[config.mk]
export PLATFORM = sky130hd
export DESIGN_NAME = ppu_layer_mixer
export DESIGN_NICKNAME = d
export VERILOG_FILES = /design/src/rtl/ppu_pkg.sv /design/src/rtl/ppu_irq_ctrl.sv /design/src/rtl/ppu_layer_mixer.sv
export SDC_FILE = /design/constraint.sdc
export NUM_CORES = 1
export LEC_CHECK = 0
export CAP_MARGIN = 30
export CELL_PAD_IN_SITES_DETAIL_PLACEMENT = 1
export CELL_PAD_IN_SITES_GLOBAL_PLACEMENT = 1
export CORE_MARGIN = 2
export CORE_UTILIZATION = 40
export DETAILED_ROUTE_END_ITERATION = 7
export DONT_BUFFER_PORTS = 1
export PLACE_DENSITY = 0.75
export SYNTH_ARGS = -nofsm -noshare
export SYNTH_HDL_FRONTEND = slang
export SYNTH_SLANG_ARGS = --single-unit
[constraint.sdc]
create_clock -name vga_clk -period 1.6 [get_ports vga_clk]
set_input_delay 0.32 -clock vga_clk [delete_from_list [all_inputs] [get_ports vga_clk]]
set_output_delay 0.32 -clock vga_clk [all_outputs]
set_load 0.05 [all_outputs]
[src/rtl/ppu_pkg.sv]
// Shared PPU definitions: default widths, the transparent colour and interrupt bit indices.
package ppu_pkg;

  localparam int unsigned RGB_BIT_DEF     = 12;
  localparam int unsigned POS_BIT_DEF     = 10;
  localparam int unsigned TRANSPARENT_RGB = 0;
  localparam int unsigned IRQ_FRAME       = 0;
  localparam int unsigned IRQ_LINE        = 1;

endpackage

[src/rtl/ppu_irq_ctrl.sv]
// Raster event edge detection, sticky pending bits, masking and the registered irq line.
// Build option: PPU_LINE_IRQ_EN enables the raster-line interrupt (pending bit IRQ_LINE).
module ppu_irq_ctrl
  import ppu_pkg::*;
#(
  parameter int unsigned POS_BIT = POS_BIT_DEF,
  parameter int unsigned LAST_X  = 639,
  parameter int unsigned LAST_Y  = 479
) (
  input  logic               clk,
  input  logic               rstn,
  input  logic               pos_live,
  input  logic [POS_BIT-1:0] pos_x,
  input  logic [POS_BIT-1:0] pos_y,
  input  logic [POS_BIT-1:0] line_cfg,
  input  logic [1:0]         mask,
  input  logic [1:0]         clr,
  output logic [1:0]         pending,
  output logic               frame_end,
  output logic               irq
);

`ifdef PPU_LINE_IRQ_EN
  localparam logic [1:0] ImplMask = 2'b11;
`else
  // Line interrupt not built: its event, clear and mask bits are all forced off.
  localparam logic [1:0] ImplMask = 2'b01;
`endif

  logic [1:0] evt, evt_q, armed_q, rise;
  logic [1:0] pending_q, pending_d;
  logic       frame_end_q, irq_q;

  // Level events on the stage-1 position and their qualified rising edges.
  always_comb begin
    evt            = '0;
    evt[IRQ_FRAME] = (pos_x == POS_BIT'(LAST_X)) && (pos_y == POS_BIT'(LAST_Y));
    evt[IRQ_LINE]  = (pos_x == POS_BIT'(LAST_X)) && (pos_y == line_cfg) &&
                     (line_cfg <= POS_BIT'(LAST_Y));
    evt            = evt & ImplMask;
    // An event only counts as rising once it has been seen low on real pixel data.
    rise           = evt & ~evt_q & armed_q;
    // Set wins over clear of the same bit.
    pending_d      = (rise | (pending_q & ~clr)) & ImplMask;
  end

  // Edge history, arming, pending bits, frame pulse and the masked irq register.
  always_ff @(posedge clk or negedge rstn) begin
    if (!rstn) begin
      evt_q       <= '0;
      armed_q     <= '0;
      pending_q   <= '0;
      frame_end_q <= 1'b0;
      irq_q       <= 1'b0;
    end else begin
      evt_q       <= evt;
      armed_q     <= armed_q | ({2{pos_live}} & ~evt);
      pending_q   <= pending_d;
      frame_end_q <= rise[IRQ_FRAME];
      irq_q       <= |(pending_q & mask & ImplMask);
    end
  end

  assign pending   = pending_q;
  assign frame_end = frame_end_q;
  assign irq       = irq_q;

endmodule

[src/rtl/ppu_layer_mixer.sv]
// Two-stage priority mixer of PPU pixel layers plus frame/line raster interrupts.
// Build option: PPU_LINE_IRQ_EN enables the raster-line interrupt in ppu_irq_ctrl.
module ppu_layer_mixer
  import ppu_pkg::*;
#(
  parameter int unsigned LAYER_NUM = 3,
  parameter int unsigned RGB_BIT   = RGB_BIT_DEF,
  parameter int unsigned POS_BIT   = POS_BIT_DEF,
  parameter int unsigned LAST_X    = 639,
  parameter int unsigned LAST_Y    = 479
) (
  input  logic                         vga_clk,
  input  logic                         rstn,
  input  logic [LAYER_NUM*RGB_BIT-1:0] layer_rgb,
  input  logic [LAYER_NUM-1:0]         layer_en,
  input  logic [POS_BIT-1:0]           pix_x,
  input  logic [POS_BIT-1:0]           pix_y,
  input  logic                         pix_valid,
  output logic [RGB_BIT-1:0]           mix_rgb,
  output logic                         mix_valid,
  output logic [$clog2(LAYER_NUM)-1:0] mix_layer,
  input  logic [POS_BIT-1:0]           irq_line_cfg,
  input  logic [1:0]                   irq_mask,
  input  logic [1:0]                   irq_clr,
  output logic [1:0]                   irq_pending,
  output logic                         frame_end,
  output logic                         irq
);

  localparam int unsigned LayerW = $clog2(LAYER_NUM);

  logic [LAYER_NUM*RGB_BIT-1:0] s1_rgb_q;
  logic [LAYER_NUM-1:0]         s1_en_q;
  logic [POS_BIT-1:0]           s1_x_q, s1_y_q;
  logic                         s1_valid_q;
  // High once stage 1 holds a real pixel since reset release.
  logic                         s1_live_q;

  logic [RGB_BIT-1:0]           win_rgb;
  logic [LayerW-1:0]            win_layer;

  // Stage 1: register all pixel inputs.
  always_ff @(posedge vga_clk or negedge rstn) begin
    if (!rstn) begin
      s1_rgb_q   <= '0;
      s1_en_q    <= '0;
      s1_x_q     <= '0;
      s1_y_q     <= '0;
      s1_valid_q <= 1'b0;
      s1_live_q  <= 1'b0;
    end else begin
      s1_rgb_q   <= layer_rgb;
      s1_en_q    <= layer_en;
      s1_x_q     <= pix_x;
      s1_y_q     <= pix_y;
      s1_valid_q <= pix_valid;
      s1_live_q  <= 1'b1;
    end
  end

  // Highest-index enabled opaque layer wins; otherwise fall back to the backdrop.
  always_comb begin
    win_rgb   = s1_en_q[0] ? s1_rgb_q[RGB_BIT-1:0] : '0;
    win_layer = '0;
    for (int unsigned i = 1; i < LAYER_NUM; i++) begin
      if (s1_en_q[i] && (s1_rgb_q[i*RGB_BIT +: RGB_BIT] != RGB_BIT'(TRANSPARENT_RGB))) begin
        win_rgb   = s1_rgb_q[i*RGB_BIT +: RGB_BIT];
        win_layer = LayerW'(i);
      end
    end
    if (!s1_valid_q) begin
      win_rgb   = '0;
      win_layer = '0;
    end
  end

  // Stage 2: register the mixed pixel.
  always_ff @(posedge vga_clk or negedge rstn) begin
    if (!rstn) begin
      mix_rgb   <= '0;
      mix_layer <= '0;
      mix_valid <= 1'b0;
    end else begin
      mix_rgb   <= win_rgb;
      mix_layer <= win_layer;
      mix_valid <= s1_valid_q;
    end
  end

  ppu_irq_ctrl #(
    .POS_BIT (POS_BIT),
    .LAST_X  (LAST_X),
    .LAST_Y  (LAST_Y)
  ) u_irq_ctrl (
    .clk       (vga_clk),
    .rstn      (rstn),
    .pos_live  (s1_live_q),
    .pos_x     (s1_x_q),
    .pos_y     (s1_y_q),
    .line_cfg  (irq_line_cfg),
    .mask      (irq_mask),
    .clr       (irq_clr),
    .pending   (irq_pending),
    .frame_end (frame_end),
    .irq       (irq)
  );

endmodule

==> key figures, run 1 <==
Run status
  • Status: complete, but fails checks
  • Failing checks: hold timing

Critical path
  • Critical path's largest stage delay: 0.42 ns
  • FF-to-FF Start: s1_rgb_q[25]$_DFF_PN0_
  • Worst EP arrival: 1.87 ns
  • Slowest CP cell: dfrtp_1
  • Worst Path Class, Setup: flop to flop
  • Crit Path Max Fanout: 4
  • R2R depth: 5
  • CP Launch Type: flop
  • Reg2reg setup slack: 0.009 ns
  • Critical path endpoint category: flop
  • Critical-path cell list: nor4_2 > nand3_4 > a21bo_4 > buf_4 > o2bb2ai_2
  • Critical Path RT: 1.88 ns
  • R2r endpoint: mix_rgb[1]$_DFF_PN0_

Final layout
  • Final non-filler cell total: 306
  • Ant. Diodes: 0
  • Area growth syn-to-layout: 40.45%
  • Fin nets: 300
  • Fillers: 577
  • Commonest non-fill, non-tap cells in the layout: 81 x dfrtp_1, 60 x dlygate4sd3_1, 12 x a21oi_1, 11 x a22o_1, 10 x clkbuf_8
  • Layout cells sized above 1: 0.1703
  • Final Instance Area: 0.003562 sq mm
  • Most common cell after layout, fill and taps aside: dfrtp_1

Clock tree
  • H-tree depth: 3
  • Root buffer cell: clkbuf_8
  • Num CTS Buffers: 9
  • # hold bufs at CTS: 60
  • CTS Sinks: 81
  • CTS tree: yes
  • Worst skew pair latency: 0.36 ns
  • Reg clk slew, reported paths: 0.09 ns
  • CTS max path bufs: 2

Run
  • MaxCap Viol Count: 0

Global routing
  • Initial antenna violation count: 0
  • Number of global-route vias before repair: 1,925
  • Largest net degree at the start of global routing: 82
  • First-pass GRT wire length: 10.34 mm
  • Overflow after GRT: 0
  • Total GRT Usage: 0.2026

Floorplan
  • Chip Height: 83.63 um
  • Die ar.: 0.006993 sq mm
  • Starting Density: 0.4064
  • Core area: 0.006241 sq mm
  • Die width: 83.63 um
  • Number of cell rows: 29
  • I/O pin count: 95

Synthesis
  • Sequential share of the synthesized area: 0.7992
  • Cells after Synth: 153
  • Synth Register Bits: 81
  • Mapped cell area: 0.002536 sq mm
  • Largest cells by area after synthesis: dfrtp_1 80%, o2bb2ai_1 4.1%, a22o_1 3.8%, a21oi_1 2.4%, nand4b_1 1.4%
  • Ys Warns: 0
  • Ys flop type: dfrtp_1
  • Mapped Nets: 229
  • Share of the synthesized area in the top cell type: 0.7992
  • Post-synth EDFFs: 0
  • Netlist cell types: 26
  • Async SR Flop Fraction: 1.000
  • Yosys top cell by area: dfrtp_1
  • Post-Syn Area per Cell: 16.58 sq um

Timing
  • RSZ-0062 raised after global routing: yes
  • Slew Limit Fails: 0
  • Fin crit period: 1.591 ns
  • Tcrit/Tclk final: 0.9941
  • Setup_tns: 0 ns
  • Worst slew pin tran: 0.5293 ns
  • Final WS setup: 0.009405 ns
  • Fmax: 0.6287 GHz
  • Clock skew: 0.01459 ns
  • Slew HR: 0.6471
  • Fin. Hold Viols: 81
  • Setup violators final: 0
  • Hold slack final: -0.3556 ns

Routing
  • Routed len/inst: 22.11 um
  • Initial drt markers: 78
  • Vias per cell: 5.212
  • TritonRoute pass-1 iters: 4
  • Vias: 1,595
  • Routed Antenna Nets: 0
  • Drt drc: 0
  • WL final: 6.767 mm

Power
  • Total power divided by cell area: 1142 mW/mm^2
  • Worst vdd ir: 825.5 uV
  • Clock share of power: 0.373
  • P_int: 3.070 mW
  • Switching share of power: 0.2457
  • Comb pwr share: 0.061
  • Total power: 4.070 mW
  • LEAKAGE: 1.515 nW
  • Sequential share of power: 0.566
  • Psw: 0.9998 mW

Place
  • RePlAce Congestion: 0.7685
  • Setup WS pre-CTS: -0.07385 ns
  • Dpl hpwl: 3.671 mm
  • Cell area after placement: 0.002639 sq mm
  • DP Cell Count: 229
  • I/O Buffers: 0

Worst hold path
  • HP Class: primary input to async pin
[cell usage after synthesis (2+ instances only)]
master / instances
dfrtp_1: 81
nor3_1: 2
buf_4: 3
nand4b_1: 4
a22o_1: 11
nor4_1: 5
a21oi_1: 12
buf_2: 2
o2bb2ai_1: 12
inv_1: 4
conb_1: 2
[area by class of cell]
type,instances,area [sq um],area share
clock inverter,6,67.56,0.01897
sequential,81,2027,0.5690
multi-input combinational,63,568.0,0.1595
timing repair buffer,65,650.6,0.1826
inverter,4,15.01,0.004215
clock buffer,10,137.6,0.03864
tap,77,96.34,0.02705
[metal layers]
layer,share of wire,track usage,vias up,wire length (um)
met5,0,0,-,0
met4,0.018,0.06745,0,120
met3,0.076,0.09100,11,513
met2,0.53,0.3535,79,3613
met1,0.37,0.2187,812,2519
li1,-,-,693,-
[worst max path at each step]
stage                                      start               endpoint  slack, ns
after floorplan           s1_rgb_q[26]$_DFF_PN0_  mix_rgb[10]$_DFF_PN0_       0.26
after global placement    s1_rgb_q[26]$_DFF_PN0_   mix_rgb[6]$_DFF_PN0_      -0.05
after detailed placement  s1_rgb_q[26]$_DFF_PN0_   mix_rgb[1]$_DFF_PN0_      -0.07
after CTS                 s1_rgb_q[17]$_DFF_PN0_   mix_rgb[9]$_DFF_PN0_       0.02
after global routing      s1_rgb_q[13]$_DFF_PN0_   mix_rgb[8]$_DFF_PN0_      -0.05
final                     s1_rgb_q[25]$_DFF_PN0_   mix_rgb[1]$_DFF_PN0_      0.009
[per-stage QoR]
step / util / hold slack, ns
after floorplan: - / 0.02441
after global placement: 0.4228 / 0.02609
after detailed placement: 0.4228 / 0.02644
after CTS: 0.5567 / -0.3794
after global routing: 0.5708 / -0.3880
final: 0.5708 / -0.3556
[cell families (layout without fill, tap and decap cells)]
logic type,count (synthesis),after routing,share of synthesized area
buffers and inverters,10,85,0.02318
other,2,2,0.002961
AND/OR/NAND/NOR,20,21,0.05377
AO/OA/AOI/OAI,40,40,0.1209
flip-flops,81,81,0.7992
[registers in the layout, summed over array words and instances (netlist names)]
name	count
mix_rgb	12
s1_valid_q	1
s1_x_q	10
s1_live_q	1
u_irq_ctrl.frame_end	1
mix_valid	1
u_irq_ctrl.irq	1
s1_y_q	10
u_irq_ctrl.armed_q	1
s1_en_q	3
s1_rgb_q	36
u_irq_ctrl.pending	1
u_irq_ctrl.evt_q	1
mix_layer	2
[power by group through the flow]
| stage | logic [mW] | registers, mW | clock network (mW) |
|---|---|---|---|
| after floorplan | 0.0800 | 2.31 | 0 |
| after global placement | 0.0999 | 2.32 | 0 |
| after detailed placement | 0.106 | 2.33 | 0 |
| after CTS | 0.231 | 2.29 | 1.55 |
| after global routing | 0.265 | 2.31 | 1.67 |
| final | 0.247 | 2.30 | 1.52 |
[repair_timing]
action                                 in CTS  in global routing
resized for setup                           7                 12
setup buffers                               0                  0
cloned                                      0                  1
setup endpoints to repair                  13                 13
endpoints found under the hold margin     141                 81
pin swaps                                   1                  3
[critical path, delay by kind of cell, from the launching register on]
| kind | cells | cell delay, ns |
|---|---|---|
| AND/OR/NAND/NOR | 2 | 0.52 |
| AO/OA/AOI/OAI | 2 | 0.42 |
| flip-flops | 1 | 0.42 |
| buffers and inverters | 1 | 0.15 |
No activity file was read; power rests on OpenSTA's default activity.
==> run 2: changes to the inputs <==
--- a/config.mk
+++ b/config.mk
@@ -8,6 +8,7 @@
 export CAP_MARGIN = 30
 export CELL_PAD_IN_SITES_DETAIL_PLACEMENT = 1
 export CELL_PAD_IN_SITES_GLOBAL_PLACEMENT = 1
+export CORE_ASPECT_RATIO = 1.25
 export CORE_MARGIN = 2
 export CORE_UTILIZATION = 40
 export DETAILED_ROUTE_END_ITERATION = 7
==> run 2 against run 1 <==
The flow still finishes with violations (hold timing). First-iteration DRC count is 10% lower. Via count is 0.56% lower. Global-route usage hardly changed. Total power is 3.5% higher. Sequential share of layout area is 0.18 points lower. Critical path depth stayed put. Core utilization is 0.88 points higher. Worst hold slack better by 0.024 ns. Die area hardly changed. Routed wire length is 3.2% lower. Clock-buffer cell count is 2 higher. Flip-flop and latch count stayed put. Critical endpoint is now mix_rgb[2]$_DFF_PN0_.
==> key figures, run 2 (synthesis gave the netlist of run 1 again) <==
Clock tree
  • H-tree depth: 3 (unchanged)
  • CTS Sinks: 81 (unchanged)
  • Reg clk slew, reported paths: 0.08 ns (about the same)
  • # hold bufs at CTS: 60 (unchanged)
  • CTS tree: yes
  • Worst skew pair latency: 0.34 ns (-0.02 ns)
  • Root buffer cell: clkbuf_8
  • CTS max path bufs: 2 (unchanged)
  • Num CTS Buffers: 9 (unchanged)

Final layout
  • Fin nets: 298 (-0.67%)
  • Ant. Diodes: 0 (unchanged)
  • Fillers: 582 (+0.87%)
  • Commonest non-fill, non-tap cells in the layout: 81 x dfrtp_1, 60 x dlygate4sd3_1, 11 x a22o_1, 11 x clkbuf_8
  • Register Area: 0.002027 sq mm (unchanged)
  • Layout cells sized above 1: 0.1586 (-0.01172)
  • Final Instance Area: 0.003573 sq mm (+0.32%)
  • Most common cell after layout, fill and taps aside: dfrtp_1
  • Area of the multi-input gates: 560.5 sq um (-1.3%)
  • Top flop regs: s1_rgb_q (36), mix_rgb (12)
  • Top reg by flops: s1_rgb_q
  • Area growth syn-to-layout: 40.90%
  • Max reg flops: 36 (unchanged)

Critical path
  • Worst EP arrival: 1.78 ns (-0.09 ns)
  • Critical path endpoint category: flop
  • R2R depth: 5 (unchanged)
  • Critical Path RT: 1.85 ns (-0.03 ns)
  • Worst Path Class, Setup: flop to flop
  • CP Launch Type: flop
  • Crit Path Max Fanout: 10 (+6)

Run
  • MaxCap Viol Count: 0 (unchanged)

Global routing
  • Number of global-route vias before repair: 1,886 (-2.0%)
  • Initial antenna violation count: 0 (unchanged)
  • First-pass GRT wire length: 9.956 mm (-3.7%)
  • Overflow after GRT: 0 (unchanged)
  • Total GRT Usage: 0.2022 (-0.0003188)
  • Largest net degree at the start of global routing: 82 (unchanged)

Power
  • P_int: 3.270 mW (+6.5%)
  • Psw: 0.9427 mW (-5.7%)
  • Comb pwr share: 0.058 (-0.003)
  • Switching share of power: 0.2238 (-0.02189)
  • LEAKAGE: 1.525 nW (+0.68%)
  • Sequential share of power: 0.546 (-0.020)
  • Total power divided by cell area: 1179 mW/mm^2 (+3.2%)
  • Worst vdd ir: 663.7 uV (-20%)
  • Total power: 4.213 mW (+3.5%)
  • Clock share of power: 0.396 (+0.023)

Timing
  • Fin crit period: 1.524 ns (-0.06696 ns)
  • Slew Limit Fails: 0 (unchanged)
  • Setup violators final: 0 (unchanged)
  • Fmax: 0.6563 GHz (+4.4%)
  • Slew HR: 0.6313 (-0.01586)
  • Worst slew pin tran: 0.5506 ns (+0.02129 ns)
  • Hold slack final: -0.3312 ns (+0.02438 ns)
  • Final WS setup: 0.07637 ns (+0.06696 ns)
  • RSZ-0062 raised after global routing: yes
  • Fin. Hold Viols: 81 (unchanged)
  • Clock skew: 0.008311 ns (-0.006283 ns)
  • Setup_tns: 0 ns (unchanged)
  • Tcrit/Tclk final: 0.9523 (-0.04185)

Floorplan
  • Die ar.: 0.006997 sq mm (about the same)
  • Chip Height: 93.03 um (+11%)
  • Core area: 0.006166 sq mm (-1.2%)
  • Starting Density: 0.4113 (+0.004948)
  • Die width: 75.22 um (-10%)
  • Number of cell rows: 32 (+10%)
  • I/O pin count: 95 (unchanged)

Run status
  • Status: complete, but fails checks
  • Failing checks: hold timing

Routing
  • Routed len/inst: 20.99 um (-5.1%)
  • Routed Antenna Nets: 0 (unchanged)
  • Vias per cell: 5.083 (-2.5%)
  • Drt drc: 0 (unchanged)
  • WL final: 6.549 mm (-3.2%)
  • Initial drt markers: 70 (-10%)
  • Vias: 1,586 (-0.56%)
  • TritonRoute pass-1 iters: 4 (unchanged)

Place
  • I/O Buffers: 0 (unchanged)
  • Cell area after placement: 0.002626 sq mm (-0.47%)
  • Setup WS pre-CTS: -0.06900 ns (+0.004858 ns)
  • Dpl hpwl: 3.724 mm (+1.4%)
  • RePlAce Congestion: 0.6892 (-10%)

Worst hold path
  • HP Class: primary input to async pin
## run 2: changes by cell type in the layout (fill, tap and decap cells not counted), moves of 2 or more
cell / delta
nor4_2: -2
clkinv_4: -2
a21oi_1: -3
buf_4: -2
a21oi_2: +3
clkinvlp_4: -2
## run 2: through the flow
step                      utilization  hold WS (ns)  std cells
after floorplan                     -       0.02441        153
after global placement         0.4259       0.02641        234
after detailed placement       0.4259       0.02636        234
after CTS                      0.5637       -0.3436        310
after global routing           0.5795       -0.3578        312
final                          0.5795       -0.3312        312
## run 2: power by group through the flow
stage          Combinational (mW)  Clock [mW]  Sequential [mW]
2_1_floorplan              0.0800           0             2.31
3_3_place_gp               0.0960           0             2.32
3_5_place_dp                0.104           0             2.33
4_1_cts                     0.225        1.67             2.29
5_1_grt                     0.262        1.80             2.31
6_report                    0.245        1.67             2.30
## run 2: layout make-up
| class | count | area share |
|---|---|---|
| sequential | 81 | 0.5672 |
| timing repair buffer | 63 | 0.1779 |
| multi-input combinational | 63 | 0.1569 |
| clock buffer | 12 | 0.04342 |
| tap | 85 | 0.02976 |
| clock inverter | 4 | 0.02066 |
| inverter | 4 | 0.004202 |
## run 2: critical path: stages (launching register included)
cell,delay [ns]
dfrtp_1,0.41
nor4_2,0.31
nand3_1,0.15
a21bo_4,0.26
buf_12,0.15
o2bb2ai_1,0.16
## run 2: per-layer routing
layer | track usage | routed length [um] | vias up
li1 | - | - | 694
met1 | 0.2192 | 2394 | 813
met2 | 0.3640 | 3743 | 71
met3 | 0.05711 | 348 | 8
met4 | 0.07602 | 63 | 0
met5 | 0 | 0 | -
## run 2: path summary, 6_finish.rpt
kind                                        start                        to  slack [ns]
max                        s1_rgb_q[34]$_DFF_PN0_      mix_rgb[2]$_DFF_PN0_        0.08
min                                          rstn    s1_rgb_q[22]$_DFF_PN0_       -0.33
max reg2reg                s1_rgb_q[34]$_DFF_PN0_      mix_rgb[2]$_DFF_PN0_        0.08
min reg2reg                  s1_valid_q$_DFF_PN0_       mix_valid$_DFF_PN0_        0.41
max in group asynchronous                    rstn       s1_y_q[9]$_DFF_PN0_        1.81
min in group vga_clk                  irq_mask[0]  u_irq_ctrl.irq$_DFF_PN0_        0.11
## run 2: timing repair
item                       in CTS  in global routing
cloned                          0                  1
buffers inserted                0                  1
hold endpoints to repair      141                 81
setup endpoints to repair      13                 13
gates resized for setup         5                 14
pin swaps                       0                 11
